--- src/rtl/fmap_feeder.sv ---
// ============================================================================
// Module   : fmap_feeder
// Purpose  : Streams feature-map words from global-buffer SRAM through a
//            2-entry skid into the PE fmap FIFO, sequencing the pad loader.
// Options  : FMAP_FEEDER_STALL_CNT_EN adds the stall_cnt output.
// Revision : 1.0 - initial release
// ============================================================================
`default_nettype none

module fmap_feeder #(
    parameter int DATA_WIDTH         = 16,
    parameter int ADDRESSWIDTH_F_PAD = 8,
    parameter int GB_ADDR_WIDTH      = 12
) (
    input  logic                          clk,
    input  logic                          rst_n,
    input  logic                          cfg_start,
    input  logic                          cfg_full_column,
    input  logic [GB_ADDR_WIDTH-1:0]      cfg_base_addr,
    input  logic [ADDRESSWIDTH_F_PAD-1:0] cfg_pixel_num,
    input  logic [ADDRESSWIDTH_F_PAD-1:0] cfg_column_num,
    output logic                          gb_rd_en,
    output logic [GB_ADDR_WIDTH-1:0]      gb_rd_addr,
    input  logic [DATA_WIDTH-1:0]         gb_rd_data,
    input  logic                          fifo_full,
    output logic [DATA_WIDTH-1:0]         fmap_in,
    output logic                          fmap_in_en,
    output logic                          fmap_load_start,
    output logic                          load_full_cloumn,
    input  logic                          load_one_cloumn_finish,
    output logic                          busy,
    output logic                          done
`ifdef FMAP_FEEDER_STALL_CNT_EN
    ,
    output logic [15:0]                   stall_cnt
`endif
);

    typedef enum logic [2:0] {
        S_IDLE     = 3'd0,
        S_START    = 3'd1,
        S_STREAM   = 3'd2,
        S_WAIT_COL = 3'd3,
        S_DONE     = 3'd4
    } state_t;

    state_t                          r_state;
    state_t                          w_next_state;
    logic                            r_full;
    logic [ADDRESSWIDTH_F_PAD-1:0]   r_col_num;
    logic [ADDRESSWIDTH_F_PAD-1:0]   r_remaining;
    logic [ADDRESSWIDTH_F_PAD-1:0]   r_col_len;
    logic [ADDRESSWIDTH_F_PAD-1:0]   r_issued;
    logic [ADDRESSWIDTH_F_PAD-1:0]   r_pushed;
    logic [GB_ADDR_WIDTH-1:0]        r_addr;
    logic                            r_inflight;
    logic [DATA_WIDTH-1:0]           r_skid_head;
    logic [DATA_WIDTH-1:0]           r_skid_tail;
    logic [1:0]                      r_skid_cnt;
    logic                            r_fin_latched;
    logic                            r_load_full;

    logic                            w_skid_nonempty;
    logic                            w_push;
    logic                            w_rd_en;
    logic                            w_last_push;
    logic                            w_finish;
    logic                            w_cfg_full;
    logic [ADDRESSWIDTH_F_PAD-1:0]   w_col_len_start;
    logic [2:0]                      w_occupancy;

    always_comb begin
        w_skid_nonempty = (r_skid_cnt != 2'd0);
        w_push          = w_skid_nonempty & ~fifo_full;
        // A word leaving the skid this cycle frees a slot for the read issued now.
        w_occupancy     = {1'b0, r_skid_cnt} + {2'b00, r_inflight} - {2'b00, w_push};
        w_rd_en         = (r_state == S_STREAM) && (r_issued < r_col_len) && (w_occupancy < 3'd2);
        w_last_push     = (r_state == S_STREAM) && w_push && (r_pushed == r_col_len - 1'b1);
        w_finish        = load_one_cloumn_finish | r_fin_latched;
        w_cfg_full      = cfg_full_column | (cfg_column_num == '0);
        w_col_len_start = r_full ? r_remaining :
                          ((r_col_num < r_remaining) ? r_col_num : r_remaining);
    end

    always_ff @(posedge clk or negedge rst_n) begin
        if (!rst_n) begin
            r_state <= S_IDLE;
        end else begin
            r_state <= w_next_state;
        end
    end

    always_comb begin
        w_next_state     = r_state;
        gb_rd_en         = w_rd_en;
        gb_rd_addr       = r_addr;
        fmap_in          = r_skid_head;
        fmap_in_en       = w_push;
        fmap_load_start  = 1'b0;
        load_full_cloumn = r_load_full;
        busy             = (r_state != S_IDLE);
        done             = 1'b0;
        case (r_state)
            S_IDLE: begin
                if (cfg_start) begin
                    w_next_state = (cfg_pixel_num == '0) ? S_DONE : S_START;
                end
            end
            S_START: begin
                fmap_load_start = 1'b1;
                w_next_state    = S_STREAM;
            end
            S_STREAM: begin
                if (w_last_push) begin
                    w_next_state = S_WAIT_COL;
                end
            end
            S_WAIT_COL: begin
                if (w_finish) begin
                    w_next_state = (r_remaining != '0) ? S_START : S_DONE;
                end
            end
            S_DONE: begin
                done         = 1'b1;
                w_next_state = S_IDLE;
            end
            default: w_next_state = S_IDLE;
        endcase
    end

    always_ff @(posedge clk or negedge rst_n) begin
        if (!rst_n) begin
            r_full        <= 1'b0;
            r_col_num     <= '0;
            r_remaining   <= '0;
            r_col_len     <= '0;
            r_issued      <= '0;
            r_pushed      <= '0;
            r_addr        <= '0;
            r_inflight    <= 1'b0;
            r_skid_head   <= '0;
            r_skid_tail   <= '0;
            r_skid_cnt    <= 2'd0;
            r_fin_latched <= 1'b0;
            r_load_full   <= 1'b1;
        end else begin
            r_inflight <= w_rd_en;
            if (w_rd_en) begin
                r_addr   <= r_addr + 1'b1;
                r_issued <= r_issued + 1'b1;
            end
            case ({w_push, r_inflight})
                2'b01: begin
                    if (r_skid_cnt == 2'd0) begin
                        r_skid_head <= gb_rd_data;
                    end else begin
                        r_skid_tail <= gb_rd_data;
                    end
                    r_skid_cnt <= r_skid_cnt + 2'd1;
                end
                2'b10: begin
                    r_skid_head <= r_skid_tail;
                    r_skid_cnt  <= r_skid_cnt - 2'd1;
                end
                2'b11: begin
                    if (r_skid_cnt == 2'd1) begin
                        r_skid_head <= gb_rd_data;
                    end else begin
                        r_skid_head <= r_skid_tail;
                        r_skid_tail <= gb_rd_data;
                    end
                end
                default: ;
            endcase
            if (w_push) begin
                r_pushed <= r_pushed + 1'b1;
            end
            if (w_last_push) begin
                r_fin_latched <= load_one_cloumn_finish;
            end
            case (r_state)
                S_IDLE: begin
                    if (cfg_start) begin
                        r_full      <= w_cfg_full;
                        r_col_num   <= cfg_column_num;
                        r_remaining <= cfg_pixel_num;
                        r_addr      <= cfg_base_addr;
                        if (cfg_pixel_num != '0) begin
                            r_load_full <= w_cfg_full;
                        end
                    end
                end
                S_START: begin
                    r_col_len     <= w_col_len_start;
                    r_remaining   <= r_remaining - w_col_len_start;
                    r_issued      <= '0;
                    r_pushed      <= '0;
                    r_fin_latched <= 1'b0;
                end
                default: ;
            endcase
        end
    end

`ifdef FMAP_FEEDER_STALL_CNT_EN
    logic [15:0] r_stall_cnt;

    always_ff @(posedge clk or negedge rst_n) begin
        if (!rst_n) begin
            r_stall_cnt <= 16'd0;
        end else if ((r_state == S_IDLE) && cfg_start) begin
            r_stall_cnt <= 16'd0;
        end else if (w_skid_nonempty && fifo_full && (r_stall_cnt != 16'hFFFF)) begin
            r_stall_cnt <= r_stall_cnt + 16'd1;
        end
    end

    assign stall_cnt = r_stall_cnt;
`endif

endmodule

`default_nettype wire
--- config.mk ---
export PLATFORM = sky130hd
export DESIGN_NAME = fmap_feeder
export DESIGN_NICKNAME = d
export VERILOG_FILES = /design/src/rtl/fmap_feeder.sv
export SDC_FILE = /design/constraint.sdc
export NUM_CORES = 1
export LEC_CHECK = 0
export ABC_CLOCK_PERIOD_IN_PS = 13860
export CAP_MARGIN = 5
export CORE_MARGIN = 10
export CORE_UTILIZATION = 25
export DETAILED_ROUTE_END_ITERATION = 7
export PLACE_DENSITY_LB_ADDON = 0.15
export SETUP_SLACK_MARGIN = 0.3
export SLEW_MARGIN = 20
export SYNTH_ARGS = -nofsm -noshare
export SYNTH_HDL_FRONTEND = slang
export SYNTH_SLANG_ARGS = --single-unit
--- constraint.sdc ---
create_clock -name clk -period 13.86 [get_ports clk]
set_clock_uncertainty 0.2 [all_clocks]
set_input_delay 4.158 -clock clk [delete_from_list [all_inputs] [get_ports clk]]
set_output_delay 4.158 -clock clk [all_outputs]
set_load 0.02 [all_outputs]
# ---- Word level (Yosys, flattened, before mapping)
# Cells that the tools add are included.
dict set report op_classes {
  add_sub_neg 9
  magnitude_cmp 3
  eq_ne 15
  n_mux 28
  n_bitwise 4
  reduce_logical 25
}
# op n
set ops {}
lappend ops {{2-to-1 mux 16 bit} 4}
lappend ops {{2-to-1 mux 8 bit} 7}
lappend ops {{case mux 16 bit (3 select lines)} 1}
lappend ops {{2-to-1 mux 12 bit} 3}
lappend ops {{case mux 16 bit (2 select lines)} 1}
lappend ops {{adder 8 x 1 -> 8 bit, second input constant} 2}
lappend ops {{zero test 8 bit} 2}
lappend ops {{< comparator 8 bit} 2}
lappend ops {{case mux 8 bit (2 select lines)} 1}
lappend ops {{nonzero test 8 bit} 2}
lappend ops {{2-to-1 mux 3 bit} 5}
lappend ops {{nonzero test 2 bit} 7}
lappend ops {{adder 12 x 1 -> 12 bit, second input constant} 1}
lappend ops {{inequality test 2 bit, second input constant} 6}
lappend ops {{case mux 3 bit (4 select lines)} 1}
lappend ops {{AND reduction 3 bit} 3}
lappend ops {{equality test 8 bit} 1}
lappend ops {{subtractor 8 x 1 -> 8 bit, second input constant} 1}
lappend ops {{subtractor 8 bit} 1}
lappend ops {{equality test 3 x 2 -> 1 bit, second input constant} 2}
lappend ops {{AND reduction 2 bit} 3}
lappend ops {{nonzero test 3 bit} 2}
lappend ops {{equality test 2 x 1 -> 1 bit, second input constant} 2}
lappend ops {{equality test 2 bit, second input constant} 2}
lappend ops {{other kinds (15)} 22}
dict set report totals {
  register_bits 93
  input_bits 50
  output_inout_bits 34
  elab_cells 98
}

# ---- Depth between registers and ports, before layout
# Gate-level depths: netlist (run 1).
dict set report depth {
  depth_word 8
  depth_mapped 16
  mapped_depth_nobuf 15
}

# ---- Worst setup path before layout (run 1)
# Ideal clock, no wire load.
dict set report synth_timing {
  path_type {input port to output port}
  start {in fifo_full}
  end {out gb_rd_en}
  t_arrival_ns 6.394
  required_ns 9.502
  slack_ns 3.108
  cell_stages 9
  path_buffers 1
  path_cell_list {or2_2 -> inv_1 -> ha_1 -> nand2b_1 -> fa_1 -> nor2b_1 -> nand4_1 -> a211oi_1 -> buf_2}
}
dict set report synth_via {
  elab_chain_len 5
}
# element line
set synth_lines {}
lappend synth_lines {{start, declared} 25} ;# input logic fifo_full,
lappend synth_lines {{inverter 1 bit} 74} ;# w_push = w_skid_nonempty & ~fifo_full;
lappend synth_lines {{AND 1 bit} 74}
lappend synth_lines {{via fmap_in_en} 27} ;# output logic fmap_in_en,
lappend synth_lines {{subtractor 3 x 1 -> 3 bit} 76} ;# w_occupancy = {1'b0, r_skid_cnt} + {2'b00, r_inflight} - {2'b00, w_push};
lappend synth_lines {{< comparator 3 x 2 -> 1 bit} 77} ;# w_rd_en = (r_state == S_STREAM) && (r_issued < r_col_len) && (w_occupancy < 3'd2);
lappend synth_lines {{logical AND 1 bit} 77}
lappend synth_lines {{end, declared} 22} ;# output logic gb_rd_en,
# The timed path passes the listed nets, and every way through them passes these cells.

# ---- Worst setup path in the final report (run 1)
dict set report layout_timing {
  start {in fifo_full}
  end {out gb_rd_en}
}
dict set report layout_via {
  elab_chain_len 5
}
# element line
set layout_lines {}
lappend layout_lines {{inverter 1 bit} 74}
lappend layout_lines {{AND 1 bit} 74}
lappend layout_lines {{subtractor 3 x 1 -> 3 bit} 76}
lappend layout_lines {{< comparator 3 x 2 -> 1 bit} 77}
lappend layout_lines {{logical AND 1 bit} 77}
# No other way between the ends.

==> results of run 1 <==
[placed cells by master (no fill, tap or decap), types with 5 or more instances in the layout]
master and instances:
a22oi_1 16, nand2_1 74, buf_4 8, xor2_1 28
nor3_1 7, nor4_1 6, clkbuf_16 9, ha_1 31
dfrtp_1 92, mux2i_1 5, a211oi_1 9, clkdlybuf4s50_1 82
and3_1 9, xnor2_1 14, a31oi_1 7, mux2_2 17
and2_1 5, a21oi_1 38, inv_1 21, nand4_1 14
nor2_1 62, o21ai_0 26, nand3_1 9
[flip-flops by register name, summed over array words and instances (netlist names)]
name and count:
fmap_in 16, gb_rd_addr 12, load_full_cloumn 1, r_col_len 8, r_col_num 8, r_fin_latched 1
r_full 1, r_inflight 1, r_issued 8, r_pushed 8, r_remaining 8, r_skid_cnt 2
r_skid_tail 16, r_state 3
[metal layers]
metal  vias up  track usage (%)
li1       2126                -
met1      2058            12.47
met2        65            17.83
met3         6            2.650
met4         0            3.274
met5         -                0
[power by group through the flow]
stage | clock network (W) | logic [W] | registers (W)
after floorplan | 0 | 0.000572 | 0.000528
after global placement | 0 | 0.000847 | 0.000513
after detailed placement | 0 | 0.000869 | 0.000517
after CTS | 0.000258 | 0.000873 | 0.000513
after global routing | 0.000268 | 0.000969 | 0.000532
final | 0.000244 | 0.000861 | 0.000510
[worst paths after layout]
path	end	depth (start not counted)
setup / recovery	gb_rd_en	11
hold / removal	r_skid_tail[13]$_DFFE_PN0P_	1
setup reg to reg	r_remaining[7]$_DFFE_PN0P_	15
hold reg to reg	r_skid_tail[13]$_DFFE_PN0P_	1
max in group asynchronous	fmap_in[11]$_DFFE_PN0P_	2
min in group asynchronous	fmap_in[0]$_DFFE_PN0P_	1
[per-stage QoR]
| stage | util [%] | std cells |
|---|---|---|
| floorplan | - | 564 |
| global placement | 30.64 | 903 |
| global route | 32.03 | 919 |
| finish | 32.03 | 919 |
| CTS | 32.03 | 919 |
| detailed placement | 30.64 | 903 |
[cells by family after synthesis]
kind of cell / synth area share, %
xor gates and xnor gates: 6.926
adders and majority gates: 8.245
buffers and inverters: 4.240
and+or+nand+nor: 17.81
muxes: 4.735
AOI/OAI and AO/OA: 14.21
DFF: 43.84
[cell usage after synthesis, types with 7 or more instances]
| library cell | count |
|---|---|
| nand4_1 | 14 |
| nor2_1 | 62 |
| a22oi_1 | 16 |
| mux2_2 | 17 |
| o21ai_0 | 26 |
| a31oi_1 | 7 |
| dfrtp_1 | 92 |
| and3_1 | 9 |
| a211oi_1 | 10 |
| xnor2_1 | 14 |
| a21oi_1 | 38 |
| inv_1 | 21 |
| clkbuf_1 | 19 |
| nand3_1 | 9 |
| nand2_1 | 74 |
| ha_1 | 31 |
| xor2_1 | 28 |
| nor3_1 | 7 |
[cell type report]
type	count	share of cell area [%]
repair buffers	90	13.12
multi-input cells	422	41.44
well taps	275	5.127
flip-flops and latches	93	34.69
clock inverters	7	0.9694
inverters	23	1.286
clock buffers	9	3.356
[critical path, stage by stage]
cell and delay [ps]:
clkdlybuf4s50_1 450, or2_2 350, inv_1 250, ha_1 280, nand2b_1 150, fa_1 470
nor2b_1 140, nand4_1 120, a211oi_2 190, buf_4 300, clkdlybuf4s50_1 660
==> results.sh, run 1 <==
export IMPL_cts_clk_slew_worst_paths_ps=70
export IMPL_pre_cts_slack_ps=1940
export IMPL_finalWorstSetupSlack_ps=1978
export IMPL_ant_nets=0
export IMPL_first_pass_iters=4
export IMPL_p_seq_share_pct=31.6
export IMPL_die_width_um=165.8
export IMPL_path_max_fanout=22
export IMPL_yosysTopAreaCell="dfrtp_1"
export IMPL_clock_latency_ps=350
export IMPL_yosysUniqueCellTypes=55
export IMPL_grt_usage_pct=10.42
export IMPL_synth_seq_cells=93
export IMPL_area_delta_synth_final_pct=26.36
export IMPL_viasPerCell=4.630
export IMPL_met2_length_mm=7.061
export IMPL_hold_buffers=0
export IMPL_vias=4255
export IMPL_synth_edf_count=0
export IMPL_wire_per_inst_um=15.44
export IMPL_leakage_nw=2.853
export IMPL_cts_setup_buffers=0
export IMPL_dr_wl_met3_um=549
export IMPL_timing_worst_setup_path_type="in2out"
export IMPL_synthFlopType="dfrtp_1"
export IMPL_maxSlewHeadroom_pct=37.99
export IMPL_power_internal_w=0.0009006
export IMPL_crit_path_end_kind="output port"
export IMPL_topRoutingLayerUsed="met4"
export IMPL_regArea_um2=2328
export IMPL_syn_nets=647
export IMPL_finalSetupViolCount=0
export IMPL_hp_class="reg2reg"
export IMPL_fmaxAchievable_mhz=84.16
export IMPL_fillers=2218
export IMPL_total_power_w=0.001616
export IMPL_status="complete, no violations"
export IMPL_syn_area_per_cell_um2=9.417
export IMPL_ir_worst_vdd_v=0.00008321
export IMPL_die_y_um=165.8
export IMPL_timing_final_crit_share_pct=85.73
export IMPL_totalWireLength_mm=14.19
export IMPL_overflow=0
export IMPL_route_detailed_drc=0
export IMPL_die_area_um2=27470
export IMPL_antenna_found_initial=0
export IMPL_ctsResizeCount=0
export IMPL_h_tree_depth=3
export IMPL_drive_gt1_share_pct=8.230
export IMPL_drv_slew=0
export IMPL_gp_routability_congestion=0.8401
export IMPL_root_buffer="clkbuf_16"
export IMPL_fin_area_um2=6711
export IMPL_hold_viol=0
export IMPL_start_kind="primary input"
export IMPL_r2r_start="r_remaining[2]$_DFFE_PN0P_"
export IMPL_finalSetupTns_ps=0
export IMPL_grt_pass1_wl_mm=23.83
export IMPL_design_core_area_um2=20960
export IMPL_rows=53
export IMPL_clkPwrFrac_pct=15.1
export IMPL_first_iter_violations=200
export IMPL_syn_inst=564
export IMPL_cts_buffers=9
export IMPL_swShare_pct=44.27
export IMPL_min_period_ps=11880
export IMPL_holdWs_ps=309.6
export IMPL_n_antenna_cell=0
export IMPL_r2r_slack_ps=9630
export IMPL_crit_start="fifo_full"
export IMPL_power_switching_w=0.0007154
export IMPL_synthArstFlopShare_pct=100.0
export IMPL_drt_met1_wl_mm=6.437
export IMPL_initial_core_util_pct=25.35
export IMPL_yosysSeqAreaShare_pct=43.84
export IMPL_min_from="r_skid_tail[13]$_DFFE_PN0P_"
export IMPL_nets=722
export IMPL_dp_hpwl_mm=10.49
export IMPL_drv_cap=0
export IMPL_grt_max_degree=70
export IMPL_grt_pass1_vias=4515
export IMPL_grt_setup_unrepaired="no"
export IMPL_tightestPinTransition_ps=910.6
export IMPL_syn_area_um2=5311
export IMPL_netlist_area_leader_share_pct=43.35
export IMPL_crit_arrival_ps=7520
export IMPL_cts_tree="yes"
export IMPL_power_density_nw_per_um2=240.8
export IMPL_synthTopCellsByArea="dfrtp_1 43%, ha_1 7.3%, nand2_1 5.2%"
export IMPL_required_ps=9500
export IMPL_cts_max_path_buffers=2
export IMPL_cts_sinks=93
export IMPL_io_buffers=83
export IMPL_synth_warnings=0
export IMPL_io_pins=84
export IMPL_multi_input_area_um2=2781
export IMPL_comb_power_share_pct=53.3
export IMPL_placed_area_um2=6421
Power figures use the tool's default switching activity.
==> run 2: changes to the inputs <==
- CORE_ASPECT_RATIO: unset -> 0.75
==> run 2 against run 1 <==
Combinational power barely moved. Clock power up 7%. Register-to-register slack got worse by 120 ps. Fmax rose by 0.39%. Core utilization barely moved. Hold slack worse by 4.1 ps. Critical endpoint unchanged.
==> results.sh, run 2 (same netlist as run 1, synthesis figures left out) <==
export IMPL_design_core_area_um2=21010
export IMPL_r2r_start="r_remaining[2]$_DFFE_PN0P_"
export IMPL_start_kind="primary input"
export IMPL_drive_gt1_share_pct=8.243
export IMPL_dp_cells=915
export IMPL_finalSetupViolCount=0
export IMPL_finalSetupTns_ps=0
export IMPL_drv_slew=0
export IMPL_root_buffer="clkbuf_16"
export IMPL_gp_routability_congestion=0.7754
export IMPL_hp_class="reg2reg"
export IMPL_power_density_nw_per_um2=242.8
export IMPL_rr_endpoint="r_remaining[7]$_DFFE_PN0P_"
export IMPL_grt_usage_pct=10.60
export IMPL_grt_pass1_vias=4371
export IMPL_viasPerCell=4.561
export IMPL_hold_viol=0
export IMPL_vias=4246
export IMPL_maxSlewHeadroom_pct=42.53
export IMPL_required_ps=9500
export IMPL_die_width_um=188.3
export IMPL_cts_setup_buffers=0
export IMPL_overflow=0
export IMPL_tightestPinTransition_ps=860.0
export IMPL_fmaxAchievable_mhz=84.48
export IMPL_dp_hpwl_mm=10.59
export IMPL_h_tree_depth=3
export IMPL_grt_setup_unrepaired="no"
export IMPL_crit_arrival_ps=7480
export IMPL_r2r_cells=15
export IMPL_hold_buffers=0
export IMPL_crit_path_max_incr_delay_ps=680
export IMPL_clock_latency_ps=350
export IMPL_cp_slowest_cell="clkdlybuf4s50_1"
export IMPL_grt_pass1_wl_mm=23.96
export IMPL_cts_sinks=93
export IMPL_status="complete, no violations"
export IMPL_cpMostUsedCell="clkdlybuf4s50_1"
export IMPL_cts_tree="yes"
export IMPL_r2r_slack_ps=9510
export IMPL_fillers=2198
export IMPL_first_pass_iters=5
export IMPL_grt_max_degree=66
export IMPL_initial_core_util_pct=25.28
export IMPL_ant_nets=0
export IMPL_leakage_nw=2.861
export IMPL_antenna_found_initial=0
export IMPL_route_detailed_drc=0
export IMPL_min_path_cells=1
export IMPL_crit_chain="clkdlybuf4s50_1 -> or2_2 -> inv_1 -> ha_1 -> nand2b_1 -> fa_1 -> nor2b_1 -> nand4_1 -> a211oi_2 -> buf_4 -> clkdlybuf4s50_1"
export IMPL_ctsResizeCount=0
export IMPL_nets=721
export IMPL_cts_clk_slew_worst_paths_ps=60
export IMPL_cts_buffers=9
export IMPL_n_antenna_cell=0
export IMPL_wire_per_inst_um=15.37
export IMPL_ir_worst_vdd_v=0.00007094
export IMPL_crit_path_end_kind="output port"
export IMPL_cts_max_path_buffers=2
export IMPL_timing_final_crit_share_pct=85.40
export IMPL_totalWireLength_mm=14.31
export IMPL_min_from="r_skid_cnt[0]$_DFFE_PN0P_"
export IMPL_min_to="r_skid_cnt[0]$_DFFE_PN0P_"
export IMPL_min_period_ps=11840
export IMPL_pre_cts_slack_ps=1999
export IMPL_io_buffers=83
export IMPL_die_y_um=146.2
export IMPL_drv_cap=0
export IMPL_timing_worst_setup_path_type="in2out"
export IMPL_final_common_cell="dfrtp_1"
export IMPL_first_iter_violations=256
export IMPL_io_pins=84
export IMPL_finalWorstSetupSlack_ps=2024
export IMPL_rows=46
export IMPL_die_area_um2=27540
export IMPL_path_max_fanout=22
export IMPL_area_delta_synth_final_pct=26.74
export IMPL_layout_common_cells="92 x dfrtp_1, 82 x clkdlybuf4s50_1, 74 x nand2_1"
export IMPL_layout_cells_non_filler=931
-- run 2: power breakdown --
group / switching [W] / internal, W
combinational: 0.000479 / 0.000381
sequential: 0.000123 / 0.000392
clock: 0.000117 / 0.000143
-- run 2: cell type report --
type / instances / area (µm²) / area share (%)
Clock inverter: 7 / 81.33 / 1.208
Sequential cell: 93 / 2328 / 34.59
Inverter: 23 / 86.33 / 1.283
Clock buffer: 9 / 225.2 / 3.346
Tap cell: 288 / 360.3 / 5.353
Multi-Input combinational cell: 422 / 2776 / 41.25
Timing Repair Buffer: 89 / 873.3 / 12.97
-- run 2: worst max-delay path by stage --
stage	cells after the start	end	slack, ps	from
floorplan	9	gb_rd_en	3110	fifo_full
global placement	11	gb_rd_en	1980	fifo_full
detailed placement	11	gb_rd_en	2000	fifo_full
CTS	11	gb_rd_en	1970	fifo_full
global route	11	gb_rd_en	1870	fifo_full
finish	11	gb_rd_en	2020	fifo_full
-- run 2: through the flow --
stage	utilization (%)	total power (W)	hold WS, ps	cell area, µm²
4_1_cts	32.04	0.001651	316.7	6731
3_3_place_gp	30.57	0.001359	290.1	6421
5_1_grt	32.04	0.001779	327.0	6731
3_5_place_dp	30.58	0.001377	300.7	6425
6_report	32.04	0.001635	305.5	6731
2_1_floorplan	-	0.001099	262.8	5311
-- run 2: metal layers --
layer  routed length, µm  up-vias  GRT usage, %  share of wire, %
li1                    -     2116             -                 -
met1                7256     2031         14.43                51
met2                6091       90         15.69                43
met3                 782        9         3.284               5.5
met4                 176        0         3.207               1.2
met5                   0        -             0                 0
-- run 2: worst max-delay path, delay by kind of cell --
kind	cells	cell delay, ps
AND/OR/NAND/NOR	4	730
AO/OA/AOI/OAI	1	170
adder cells (fa/ha/maj)	2	760
buffers and inverters	4	1650
==> run 3: changes to the inputs <==
- CORE_MARGIN: 10 -> unset
==> run 3 against run 2 <==
Non-clock buffer count is 1 higher. Global-route usage is 3.1 points higher. Critical path depth unchanged.
==> results.sh, run 3 (same netlist as run 1, synthesis figures left out) <==
export IMPL_status="complete, no violations"
export IMPL_finalSetupViolCount=0
export IMPL_final_core_util_pct=32.74
export IMPL_power_density_nw_per_um2=242.3
export IMPL_min_path_cells=1
export IMPL_nets=722
export IMPL_antenna_found_initial=0
export IMPL_hold_buffers=0
export IMPL_n_antenna_cell=0
export IMPL_finalSetupTns_ps=0
export IMPL_clock_latency_ps=350
export IMPL_cts_buffers=9
export IMPL_hp_class="reg2reg"
export IMPL_h_tree_depth=3
export IMPL_totalWireLength_mm=13.83
export IMPL_power_internal_w=0.0009197
export IMPL_start_kind="primary input"
export IMPL_swShare_pct=43.59
export IMPL_io_pins=84
export IMPL_design_core_area_um2=20550
export IMPL_viasPerCell=4.644
export IMPL_final_common_cell="dfrtp_1"
export IMPL_vias=4300
export IMPL_crit_chain="clkdlybuf4s50_1 -> or2_2 -> inv_1 -> ha_1 -> nand2b_1 -> fa_1 -> nor2b_1 -> nand4_1 -> a211oi_2 -> buf_4 -> clkdlybuf4s50_1"
export IMPL_cts_clk_slew_worst_paths_ps=70
export IMPL_crit_path_max_incr_delay_ps=680
export IMPL_tightestPinTransition_ps=902.5
export IMPL_gp_routability_congestion=0.8088
export IMPL_cts_max_path_buffers=2
export IMPL_rr_endpoint="r_remaining[7]$_DFFE_PN0P_"
export IMPL_timing_worst_setup_path_type="in2out"
export IMPL_comb_power_share_pct=52.5
export IMPL_worst_path_stages=11
export IMPL_wire_per_inst_um=14.94
export IMPL_r2r_start="r_remaining[2]$_DFFE_PN0P_"
export IMPL_cp_slowest_cell="clkdlybuf4s50_1"
export IMPL_clkPwrFrac_pct=16.0
export IMPL_hold_viol=0
export IMPL_initial_core_util_pct=25.84
export IMPL_timing_final_crit_share_pct=85.27
export IMPL_drv_slew=0
export IMPL_rows=45
export IMPL_maxSlewHeadroom_pct=39.83
export IMPL_drv_cap=0
export IMPL_min_to="r_skid_tail[12]$_DFFE_PN0P_"
export IMPL_drive_gt1_share_pct=8.230
export IMPL_required_ps=9500
export IMPL_die_width_um=170.3
export IMPL_min_period_ps=11820
export IMPL_grt_pass1_wl_mm=23.36
export IMPL_min_from="r_skid_tail[12]$_DFFE_PN0P_"
export IMPL_ir_worst_vdd_v=0.00008083
export IMPL_fmaxAchievable_mhz=84.61
export IMPL_area_delta_synth_final_pct=26.69
export IMPL_r2r_cells=15
export IMPL_p_seq_share_pct=31.5
export IMPL_power_switching_w=0.0007107
export IMPL_ctsResizeCount=0
export IMPL_layout_common_cells="92 x dfrtp_1, 82 x clkdlybuf4s50_1, 74 x nand2_1"
export IMPL_path_delay_family="buffers and inverters"
export IMPL_grt_max_degree=63
export IMPL_overflow=0
export IMPL_critPathBufInv=4
export IMPL_fillers=2113
export IMPL_die_y_um=128.2
export IMPL_r2r_slack_ps=9490
export IMPL_cts_tree="yes"
export IMPL_cpMostUsedCell="clkdlybuf4s50_1"
export IMPL_grt_setup_unrepaired="no"
export IMPL_grt_pass1_vias=4566
export IMPL_crit_path_end_kind="output port"
export IMPL_die_area_um2=21840
export IMPL_ant_nets=0
export IMPL_leakage_nw=2.862
export IMPL_path_max_fanout=22
export IMPL_first_pass_iters=5
export IMPL_dp_hpwl_mm=9.985
export IMPL_io_buffers=83
export IMPL_crit_arrival_ps=7460
export IMPL_route_detailed_drc=0
export IMPL_cts_setup_buffers=0
export IMPL_cts_sinks=93
export IMPL_root_buffer="clkbuf_16"
export IMPL_grt_usage_pct=13.68
export IMPL_first_iter_violations=164
run 3: cell types whose count changed in the layout (fill, tap and decap cells not counted):
cell / before / now
o21ai_1: 3 / 4
buf_4: 7 / 8
o21ai_2: 1 / 0
clkbuf_8: 0 / 1
inv_6: 2 / 3
inv_8: 1 / 0
clkinvlp_4: 0 / 1
clkinv_4: 2 / 0
run 3: area by class of cell:
class | count | area (µm²) | area share (%)
repair buffers | 90 | 880.8 | 13.09
flip-flops and latches | 93 | 2328 | 34.60
well taps | 282 | 352.8 | 5.244
clock inverters | 6 | 68.82 | 1.023
multi-input cells | 422 | 2773 | 41.20
clock buffers | 10 | 239.0 | 3.552
inverters | 23 | 86.33 | 1.283
run 3: per-stage QoR:
step / hold slack, ps / worst slack, ps / cell area (µm²) / power, W / instances
finish: 308.9 / 2041 / 6729 / 0.001630 / 926
global route: 317.2 / 1829 / 6729 / 0.001779 / 926
CTS: 312.5 / 1989 / 6729 / 0.001648 / 926
detailed placement: 296.1 / 2011 / 6421 / 0.001372 / 910
global placement: 289.5 / 2024 / 6421 / 0.001357 / 910
floorplan: 262.8 / 3108 / 5311 / 0.001099 / 564
run 3: per-layer routing:
metal	share of wire [%]	vias to the layer above	wire length, µm	track usage (%)
li1	-	2122	-	-
met1	52	2106	7237	19.11
met2	43	61	5995	20.76
met3	3.3	11	454	3.489
met4	1.0	0	144	3.816
met5	0	-	0	0
run 3: worst max path at each step:
stage / endpoint / start / slack [ps]
floorplan: gb_rd_en / fifo_full / 3110
global placement: gb_rd_en / fifo_full / 2020
detailed placement: gb_rd_en / fifo_full / 2010
CTS: gb_rd_en / fifo_full / 1990
global route: gb_rd_en / fifo_full / 1830
finish: gb_rd_en / fifo_full / 2040
run 3: power by group through the flow:
| stage | registers, W | clock network, W | logic [W] |
|---|---|---|---|
| 3_3_place_gp | 0.000516 | 0 | 0.000841 |
| 3_5_place_dp | 0.000518 | 0 | 0.000855 |
| 2_1_floorplan | 0.000528 | 0 | 0.000572 |
| 5_1_grt | 0.000533 | 0.000283 | 0.000963 |
| 6_report | 0.000514 | 0.000260 | 0.000856 |
| 4_1_cts | 0.000514 | 0.000272 | 0.000862 |
==> RTL change 1: new RTL, flow settings as in run 3 <==
The option `FMAP_FEEDER_STALL_CNT_EN` is turned on by a define.
--- a/src/rtl/fmap_feeder.sv
+++ b/src/rtl/fmap_feeder.sv
@@ -6,6 +6,8 @@
 // Revision : 1.0 - initial release
 // ============================================================================
 `default_nettype none
+
+`define FMAP_FEEDER_STALL_CNT_EN
 
 module fmap_feeder #(
     parameter int DATA_WIDTH         = 16,
Function (old outputs only; new: stall_cnt): kept (Yosys induction, for registers that start in step).
==> RTL change 1 against run 3 <==
- combinational power grew 8.8%
- synthesized area grew 17%
- design area grew 17%
- wire length grew 17%
- sequential cell count grew 16
- fmax grew 0.37%
- worst setup slack gained 0.044 ns
- total power grew 8.0%
==> RTL change 1: results (changes against run 3) <==
- Post-synth top cells: dfrtp_1 (108), nand2_1 (85), nor2_1 (68)
- Multi-In Gates: 481 (+14%)
- Nets: 824 (+14%)
- Leakage power: 3.20 nW (+12%)
- Run status: finished, final reports clean
- Worst min-delay path endpoint: load_full_cloumn
- Hold Path Depth: 2 (+1)
- Reg2reg setup slack: 9.30 ns (-0.19 ns)
- Layout clock area frac: 3.85% (-0.73 points)
- Multi-input gate area: 3260 um2 (+18%)
- Vias in the first global route: 5106 (+12%)
- Largest net degree at the start of global routing: 60 (-4.8%)
- Least-Margin Pin Slew: 1.01 ns (+0.107 ns)
- Synth Area in Compound Gates: 17.3% (+3.1 points)
- IO buf count: 99 (+19%)
- Peak supply drop: 0.0836 mV (+3.4%)
- Seq/total area: 34.7% (+0.059 points)
- Bufs w/o clock: 106 (+18%)
- Largest cells by area after synthesis: dfrtp_1 (43%), ha_1 (6.4%), nand2_1 (5.1%)
- Post-synthesis sequential area ratio: 43.9% (+0.052 points)
- Hold_sp: load_full_cloumn
- Unique cell type count in the Yosys netlist: 65 (+18%)
- Sequential cells: 109 (+17%)
- Crit path DAT: 7.42 ns (-0.04 ns)
- First-pass GRT wire length: 26.5 mm (+13%)
- Iteration-0 DRC Markers: 245 (+49%)
- Mux contribution to synthesized area: 3.72% (-1.0 points)
- Crit-path max FO: 10 (-55%)
- Hold Slack: 0.300 ns (-0.00906 ns)
- Fillcell total: 2502 (+18%)
- Layout cell share with drive strength beyond 1: 8.32% (+0.092 points)
- Final GP Congestion: 0.793 (-2.0%)
- Reg2Reg Depth: 14 (-1)
- Xor and xnor area share after synthesis: 7.61% (+0.68 points)
- Sinks on Clock Net: 109 (+17%)
- Post-Syn Nets: 731 (+13%)
[RTL change 1: cell count changes in the layout (fill, tap and decap cells not counted), sizes merged, moves of 8 or more]
cell and delta:
a2111oi +8, clkdlybuf4s50 +16, dfrtp +16, nand2 +12, xnor2 +22, xor2 -10
[RTL change 1: per-stage QoR]
step                      utilization (%)  std cells  worst slack (ns)  instance area, um2
final                                32.5       1076              2.09                7870
after global routing                 32.5       1076              1.95                7870
after detailed placement             31.3       1060              2.05                7570
after CTS                            32.5       1076              2.06                7870
after floorplan                         -        647              2.90                6220
after global placement               31.3       1060              2.09                7570
[RTL change 1: routing by layer]
metal | up-vias | share of wire (%) | track usage, %
met2 | 99 | 44 | 19.8
met5 | - | 0 | 0
met1 | 2478 | 52 | 19.1
li1 | 2467 | - | -
met4 | 0 | 1.1 | 3.20
met3 | 11 | 3.4 | 2.49
[RTL change 1: worst max path at each step]
stage               startpoint  endpoint  slack, ns  depth (start not counted)
floorplan            fifo_full  gb_rd_en       2.90                          9
global placement     fifo_full  gb_rd_en       2.09                         11
detailed placement   fifo_full  gb_rd_en       2.05                         11
CTS                  fifo_full  gb_rd_en       2.06                         11
global route         fifo_full  gb_rd_en       1.95                         11
finish               fifo_full  gb_rd_en       2.09                         11
[RTL change 1: power by group]
group	switching, mW	internal (mW)	total (mW)
Sequential	0.120	0.439	0.559
Clock	0.125	0.146	0.271
Combinational	0.529	0.402	0.931
[RTL change 1: worst register-to-register path, delay by kind of cell (launching register included)]
kind	cells	cell delay [ns]
AND/OR/NAND/NOR	2	0.60
AO/OA/AOI/OAI	9	2.57
adder cells (fa/ha/maj)	2	0.60
buffers and inverters	1	0.09
flip-flops	1	0.40
==> RTL change 2: new RTL, flow settings as in run 3 <==
Without the edit above. Encoding of `state_t`: now one-hot (5 bits for 5 states).
--- a/src/rtl/fmap_feeder.sv
+++ b/src/rtl/fmap_feeder.sv
@@ -36,12 +36,12 @@
 `endif
 );
 
-    typedef enum logic [2:0] {
-        S_IDLE     = 3'd0,
-        S_START    = 3'd1,
-        S_STREAM   = 3'd2,
-        S_WAIT_COL = 3'd3,
-        S_DONE     = 3'd4
+    typedef enum logic [4:0] {
+        S_IDLE     = 5'b00001,
+        S_START    = 5'b00010,
+        S_STREAM   = 5'b00100,
+        S_WAIT_COL = 5'b01000,
+        S_DONE     = 5'b10000
     } state_t;
 
     state_t                          r_state;
Check against the original RTL: no difference found for any inputs over 4 cycles, from zero or initial values and one cycle with rst_n low; so few cycles prove little.
==> RTL change 2 against run 3 <==
- synthesized area is 1.1% higher
- total power is 5.3% lower
- sequential share of layout area is 0.15 points higher
- design area is 1.7% higher
- worst setup slack better by 0.016 ns
- die area is 1.1% higher
- critical endpoint unchanged
- clock power is 5% higher
- wire length is 1.1% lower
- sequential cell count is 2 higher
- register-to-register slack better by 0.29 ns
==> RTL change 2: results (changes against run 3) <==
- Drt first pass iters: 4 (-1)
- Post-synth top cells: dfrtp_1 (93), nand2_1 (65), o21ai_0 (51)
- Post-synthesis sequential area ratio: 44.3% (+0.46 points)
- GRT Total Usage: 13.4% (-0.26 points)
- Nets: 713 (-1.2%)
- Synthesized area per cell: 9.77 um2 (+3.7%)
- Post-Route WL: 13.7 mm (-1.1%)
- Vias in the first global route: 4358 (-4.6%)
- Via count: 4271 (-0.67%)
- Fin cells: 922 (-0.43%)
- Largest net degree at the start of global routing: 56 (-11%)
- Largest stage delay on the critical path: 0.64 ns (-0.04 ns)
- Run status: finished, final reports clean
- Placed Cells: 907 (-0.33%)
- Peak supply drop: 0.0637 mV (-21%)
- Slew headroom: 34.8% (-5.1 points)
- Post-Syn Nets: 633 (-2.2%)
- Reg2reg setup slack: 9.78 ns (+0.29 ns)
- Leakage power: 2.93 nW (+2.4%)
- Layout cell share with drive strength beyond 1: 10.4% (+2.2 points)
- Final GP Congestion: 0.779 (-3.7%)
- Fillcell total: 2156 (+2.0%)
- DP HPWL: 9.86 mm (-1.2%)
- Unique cell type count in the Yosys netlist: 58 (+5.5%)
- First-pass GRT wire length: 23.0 mm (-1.4%)
- Iteration-0 DRC Markers: 233 (+42%)
-- RTL change 2: cell count changes after synthesis, sizes merged, moves of 6 or more --
cell,run 3,this run
o21ai,30,53
nor2,62,41
a21oi,38,24
nand2,74,66
mux2,17,24
and2,6,0
-- RTL change 2: worst paths after layout --
| path | depth (start not counted) | end | from |
|---|---|---|---|
| max | 11 | gb_rd_en | fifo_full |
| min | 2 | fmap_in[3] | fmap_in[3] |
| max reg2reg | 15 | r_remaining[7] | r_remaining[2] |
| min reg2reg | 2 | fmap_in[3] | fmap_in[3] |
| max in group asynchronous | 2 | r_pushed[7] | rst_n |
| min in group asynchronous | 1 | fmap_in[15] | rst_n |
-- RTL change 2: per-layer routing --
| metal | part of all wire, % | track usage (%) | vias up |
|---|---|---|---|
| li1 | - | - | 2100 |
| met2 | 44 | 20.0 | 78 |
| met5 | 0 | 0 | - |
| met3 | 4.3 | 3.23 | 13 |
| met1 | 51 | 19.1 | 2080 |
| met4 | 1.2 | 3.94 | 0 |
-- RTL change 2: stage by stage --
step / setup WS (ns) / area (um2) / power, mW
after floorplan: 3.02 / 5370 / 1.01
after global placement: 2.09 / 6530 / 1.26
after detailed placement: 2.10 / 6530 / 1.28
after CTS: 2.06 / 6850 / 1.56
after global routing: 1.81 / 6850 / 1.68
final: 2.06 / 6850 / 1.54
-- RTL change 2: final cells by class --
| type | instances | area share, % |
|---|---|---|
| clock buffers | 10 | 3.49 |
| clock inverters | 5 | 1.21 |
| flip-flops and latches | 95 | 34.8 |
| multi-input cells | 406 | 40.8 |
| well taps | 288 | 5.26 |
| repair buffers | 91 | 13.0 |
| inverters | 27 | 1.48 |
-- RTL change 2: power by group --
part           switching, mW  internal (mW)  leakage, nW
Sequential             0.110          0.381         1.22
Clock                  0.110          0.162        0.159
Combinational          0.429          0.351         1.55
Total                  0.650          0.895         2.93
-- RTL change 2: cells by family after synthesis --
group,Yosys count,synth area share (%)
compound gates,126,14.8
xor+xnor,42,6.85
fa+ha+maj,34,8.15
buf+inv,49,3.82
flops,95,44.3
mux,34,6.90
simple gates,170,15.1
-- RTL change 2: worst min-delay path: stages (launching register included) --
cell and delay, ns:
dfrtp_1 0.34, nand2_1 0.04, o21ai_0 0.06
